$ cat src/rtl/spi_slave_if.sv
// SPI responder: oversamples SCK/SS_n/MOSI in the clk_i domain and
// exchanges bytes with the fabric glue through valid/ready strobes.
module spi_slave_if #(
    parameter bit         CPOL        = 1'b0,
    parameter bit         CPHA        = 1'b0,
    parameter int         SYNC_STAGES = 2,
    parameter logic [7:0] IDLE_TX     = 8'hFF
) (
    input  logic       clk_i,
    input  logic       rst_i,
    input  logic       spi_sck_i,
    input  logic       spi_ss_n_i,
    input  logic       spi_mosi_i,
    output logic       spi_miso_o,
    output logic       spi_miso_oe_o,
    input  logic [7:0] tx_data_i,
    input  logic       tx_valid_i,
    output logic       tx_ready_o,
    output logic [7:0] rx_data_o,
    output logic       rx_valid_o,
    output logic       frame_end_o,
    output logic       tx_underrun_o,
    output logic       busy_o
);

    localparam logic [1:0] ST_WAIT   = 2'd0;
    localparam logic [1:0] ST_IDLE   = 2'd1;
    localparam logic [1:0] ST_ACTIVE = 2'd2;

    logic [SYNC_STAGES-1:0] sck_sync;
    logic [SYNC_STAGES-1:0] ss_sync;
    logic [SYNC_STAGES-1:0] mosi_sync;
    logic [SYNC_STAGES:0]   prime;
    logic                   sck_d;
    logic                   ss_d;
    logic [1:0]             state;
    logic [2:0]             bit_cnt;
    logic [6:0]             rx_shift;
    logic [7:0]             tx_shift;
    logic [7:0]             hold_data;
    logic                   hold_full;
    logic                   pend_load;

    logic sck_s, ss_s, mosi_s, primed;
    logic sck_rise, sck_fall, lead_e, trail_e;
    logic sample_e, shift_e, ss_fall, ss_rise;
    logic enter, in_frame, do_sample, do_shift;
    logic do_load, accept, consume;

    assign sck_s  = sck_sync[SYNC_STAGES-1];
    assign ss_s   = ss_sync[SYNC_STAGES-1];
    assign mosi_s = mosi_sync[SYNC_STAGES-1];
    // Stale reset values must drain from the chain before SS_n is trusted.
    assign primed = prime[SYNC_STAGES];

    assign sck_rise = sck_s & ~sck_d;
    assign sck_fall = ~sck_s & sck_d;
    assign lead_e   = CPOL ? sck_fall : sck_rise;
    assign trail_e  = CPOL ? sck_rise : sck_fall;
    assign sample_e = CPHA ? trail_e : lead_e;
    assign shift_e  = CPHA ? lead_e : trail_e;
    assign ss_fall  = ~ss_s & ss_d;
    assign ss_rise  = ss_s & ~ss_d;

    assign enter     = (state == ST_IDLE) && ss_fall;
    assign in_frame  = (state == ST_ACTIVE) && !ss_rise;
    assign do_sample = in_frame && sample_e;
    assign do_shift  = in_frame && shift_e;
    assign do_load   = CPHA ? (do_shift && (bit_cnt == 3'd0))
                            : (enter || (do_shift && pend_load));
    assign accept    = tx_valid_i && !hold_full;
    assign consume   = do_load && hold_full;

    assign spi_miso_o    = tx_shift[7];
    assign spi_miso_oe_o = (state == ST_ACTIVE);
    assign busy_o        = (state == ST_ACTIVE);
    assign tx_ready_o    = !hold_full;

    // Input synchronisers plus one delay flop for edge detection.
    always_ff @(posedge clk_i) begin
        if (rst_i) begin
            sck_sync  <= {SYNC_STAGES{CPOL}};
            ss_sync   <= '1;
            mosi_sync <= '0;
            sck_d     <= CPOL;
            ss_d      <= 1'b1;
            prime     <= '0;
        end else begin
            sck_sync  <= {sck_sync[SYNC_STAGES-2:0], spi_sck_i};
            ss_sync   <= {ss_sync[SYNC_STAGES-2:0], spi_ss_n_i};
            mosi_sync <= {mosi_sync[SYNC_STAGES-2:0], spi_mosi_i};
            sck_d     <= sck_s;
            ss_d      <= ss_s;
            prime     <= {prime[SYNC_STAGES-1:0], 1'b1};
        end
    end

    // Frame state: wait for SS_n high after reset, then track select.
    always_ff @(posedge clk_i) begin
        if (rst_i) begin
            state       <= ST_WAIT;
            frame_end_o <= 1'b0;
        end else begin
            frame_end_o <= 1'b0;
            case (state)
                ST_WAIT: if (primed && ss_s) state <= ST_IDLE;
                ST_IDLE: if (ss_fall) state <= ST_ACTIVE;
                ST_ACTIVE: begin
                    if (ss_rise) begin
                        state       <= ST_IDLE;
                        frame_end_o <= 1'b1;
                    end
                end
                default: state <= ST_WAIT;
            endcase
        end
    end

    // Receive shifter and bit counter; a byte completes on the 7->0 wrap.
    always_ff @(posedge clk_i) begin
        if (rst_i) begin
            bit_cnt    <= 3'd0;
            rx_shift   <= 7'd0;
            rx_data_o  <= 8'd0;
            rx_valid_o <= 1'b0;
            pend_load  <= 1'b0;
        end else begin
            rx_valid_o <= 1'b0;
            if (enter) begin
                bit_cnt   <= 3'd0;
                pend_load <= 1'b0;
            end else if (do_sample) begin
                rx_shift <= {rx_shift[5:0], mosi_s};
                bit_cnt  <= bit_cnt + 3'd1;
                if (bit_cnt == 3'd7) begin
                    rx_data_o  <= {rx_shift, mosi_s};
                    rx_valid_o <= 1'b1;
                    pend_load  <= 1'b1;
                end
            end else if (do_shift) begin
                pend_load <= 1'b0;
            end
        end
    end

    // Transmit shifter, holding register and underrun flag.
    always_ff @(posedge clk_i) begin
        if (rst_i) begin
            tx_shift      <= 8'hFF;
            hold_data     <= 8'd0;
            hold_full     <= 1'b0;
            tx_underrun_o <= 1'b0;
        end else begin
            if (do_load) begin
                tx_shift <= hold_full ? hold_data : IDLE_TX;
            end else if (do_shift) begin
                tx_shift <= {tx_shift[6:0], 1'b0};
            end
            if (accept) begin
                hold_data <= tx_data_i;
                hold_full <= 1'b1;
            end else if (consume) begin
                hold_full <= 1'b0;
            end
            if (do_load && !hold_full) begin
                tx_underrun_o <= 1'b1;
            end else if (accept) begin
                tx_underrun_o <= 1'b0;
            end
        end
    end

endmodule

$ cat config.mk
export PLATFORM = sky130hd
export DESIGN_NAME = spi_slave_if
export DESIGN_NICKNAME = d
export VERILOG_FILES = /design/src/rtl/spi_slave_if.sv
export SDC_FILE = /design/constraint.sdc
export NUM_CORES = 1
export LEC_CHECK = 0
export CAP_MARGIN = 20
export CORE_UTILIZATION = 51
export CTS_CLUSTER_DIAMETER = 40
export DETAILED_ROUTE_END_ITERATION = 12
export GPL_TIMING_DRIVEN = 0
export HOLD_SLACK_MARGIN = 0.05
export PLACE_DENSITY = 0.79
export SLEW_MARGIN = 15
export SYNTH_ARGS = -nofsm -noshare
export SYNTH_HDL_FRONTEND = slang
export SYNTH_SLANG_ARGS = --single-unit
$ cat constraint.sdc
create_clock -name clk_i -period 1.6 [get_ports clk_i]
set_input_delay 0.32 -clock clk_i [delete_from_list [all_inputs] [get_ports clk_i]]
set_output_delay 0.32 -clock clk_i [all_outputs]
set_load 0.03 [all_outputs]
==> reports/qor.csv <==
metric,value,unit
outcome,"complete, no violations",
grt_pass1_vias,1275,
synth.most_common_cell,dfxtp_1,
rsz0062_at_grt,yes,
final_nets,246,
timing.critical_path.buf_inv,3,
syn_inst,192,
synth.distinct_cells,29,
fin_skew,0.0102,ns
syn_area_per_cell,9.69,sq um
firstDrtPassIters,4,
synth_commonest_cells,"dfxtp_1, nor2_1, nand2_1",
area_growth,24.8,%
seq_area_frac_synth,0.560,
htree_levels,2,
power_switching,0.000471,W
dieArea,0.00389,sq mm
synthArstFlopShare,0,
die_y,62.4,um
synth_seq_cells,52,
power_leakage,1.07,nW
worst-path-max-fanout,8,
grt_max_degree,16,
max_slew_margin,0.691,
fillers,294,
portBuffers,28,
ys_warn_count,0,
critical_path.cell_chain,nor2b_1 -> buf_4 -> buf_6 -> buf_6,
syn_nets,208,
io_pins,29,
tightest_slew,0.463,ns
clock.fmax,0.639,GHz
antenna_found_initial,0,
wire_per_inst,11.8,um
stdcell_area,0.00232,sq mm
first_iter_violations,60,
multi_input_area,766,sq um
grt.overflow.total,0,
cpPeakStageDelay,0.37,ns
worstSetupEndpointType,output port,
drt-total-wl,3.28,mm
worstSetupPathType,reg2out,
placed_area,0.00220,sq mm
core-area,0.00342,sq mm
seqCellArea,0.00104,sq mm
hold_class,reg2reg,
synth_area_leaders,"dfxtp_1, mux2i_1, nor2_1, a21oi_1, nand2_1",
cts.sinks,52,
p_seq_frac,0.590,
cp.required,1.28,ns
timing.final.crit_period,1.57,ns
pwr-share-comb,0.054,
tns,0,ns
clk_latency,0.37,ns
crit_top_cell,buf_6,
drive_above_1_share,0.134,
ant_nets,0,
path_clk_slew,0.14,ns
worstPathArrival,1.25,ns
clockBufferDepth,2,
cts_tree,done,
cts_made_buffers,5,
diodes,0,
die_w,62.4,um
total_power,0.00227,W
startpoint_type,flop,
fin_util,0.680,
crit_slowest_cell,dfxtp_2,
finalHoldViolCount,0,
p_per_area,978,mW/mm^2
yosys.area.top_type_share,0.560,
dr_total_vias,1409,
synth_area_leader_cell,dfxtp_1,
syn_area,0.00186,sq mm
slew_violations,0,
max-cap-violations,0,
power.internal,0.00180,W
clock-root-buffer,clkbuf_4,
grt_pass1_wl,5.79,mm
gp_congestion,0.718,
synth-edff-count,0,
track_usage,0.190,
crit_family,buffers and inverters,
synth_ff_type,dfxtp_1,
hold_buffers,0,
start_util,0.545,
netSwitchingFraction,0.207,
pwr-share-clk,0.356,
routed_via_density,5.09,
setup_viol,0,
drc,0,
core.rowCount,21,
hpwl,2.17,mm
min_period_over_period,0.978,
irDropWorstVdd,0.787,mV
## cell families (layout without fill, tap and decap cells)
group | Yosys count | in the layout | synth area share
and+or+nand+nor | 66 | 66 | 0.167
DFF | 52 | 52 | 0.560
adders and majority gates | 2 | 2 | 0.0134
AOI/OAI and AO/OA | 39 | 39 | 0.123
buffers and inverters | 15 | 54 | 0.0403
muxes | 17 | 17 | 0.0915
xor gates and xnor gates | 1 | 1 | 0.00471
## repair_timing
action                     in CTS  in global routing
resized for setup              26                  9
buffers inserted                2                  1
setup endpoints to repair      19                 13
pin swaps                       1                  0
## power by group through the flow
stage                     combinational (W)  clock (W)  sequential [W]
after floorplan                   0.0000685          0         0.00136
after global placement             0.000121          0         0.00137
after detailed placement           0.000123          0         0.00137
after CTS                          0.000123   0.000824         0.00134
after global routing               0.000137   0.000880         0.00134
final                              0.000123   0.000807         0.00134
## state kept, by name, indices dropped and copies added, names as in the netlist
register and flops:
mosi_sync 2, rx_shift 7, rx_data_o 8, ss_sync 2, prime 3, bit_cnt 3
hold_full 1, sck_d 1, hold_data 8, ss_d 1, pend_load 1, tx_shift 8
frame_end_o 1, rx_valid_o 1, state 2, tx_underrun_o 1, sck_sync 2
## per-layer routing
| layer | wire [um] | GRT usage |
|---|---|---|
| met1 | 1600 | 0.242 |
| met3 | 126 | 0.0547 |
| met5 | 0 | 0 |
| met4 | 53 | 0.0872 |
| met2 | 1500 | 0.299 |
## cell type report
class | instances | share of cell area
inverters | 3 | 0.00485
well taps | 46 | 0.0248
plain buffers | 12 | 0.0302
clock inverters | 1 | 0.0129
flip-flops and latches | 52 | 0.449
clock buffers | 7 | 0.0280
multi-input cells | 125 | 0.330
repair buffers | 31 | 0.120
## worst paths after layout
kind	slack (ns)	to	cells past startpoint	startpoint
worst max register to register	0.04	tx_underrun_o	5	state[1]
worst max-delay path	0.03	spi_miso_oe_o	4	state[1]
worst min register to register	0.42	ss_sync[1]	1	ss_sync[0]
worst min-delay path	0.42	ss_sync[1]	1	ss_sync[0]
## metrics by stage
| step | hold slack [ns] | instances | worst slack (ns) |
|---|---|---|---|
| 5_1_grt | 0.425 | 277 | -0.0750 |
| 3_5_place_dp | 0.399 | 266 | -0.257 |
| 2_1_floorplan | 0.389 | 192 | 0.108 |
| 3_3_place_gp | 0.403 | 266 | -0.248 |
| 4_1_cts | 0.428 | 276 | -0.0442 |
| 6_report | 0.419 | 277 | 0.0348 |
## layout by cell type, fill, tap and decap left out, types with 2 or more instances in the layout
master,instances
dlygate4sd2_1,12
mux2i_1,17
nand2b_1,2
dfxtp_1,50
ha_1,2
inv_1,3
clkdlybuf4s50_1,13
clkbuf_4,5
a21oi_1,16
nand2_1,20
nor2_1,24
o21ai_0,8
buf_2,3
nor2b_1,9
buf_6,3
or2_2,4
clkbuf_8,2
buf_4,5
o22ai_1,9
nand4_1,2
dfxtp_2,2
buf_1,2
clkbuf_1,4
Power figures use the tool's default switching activity.
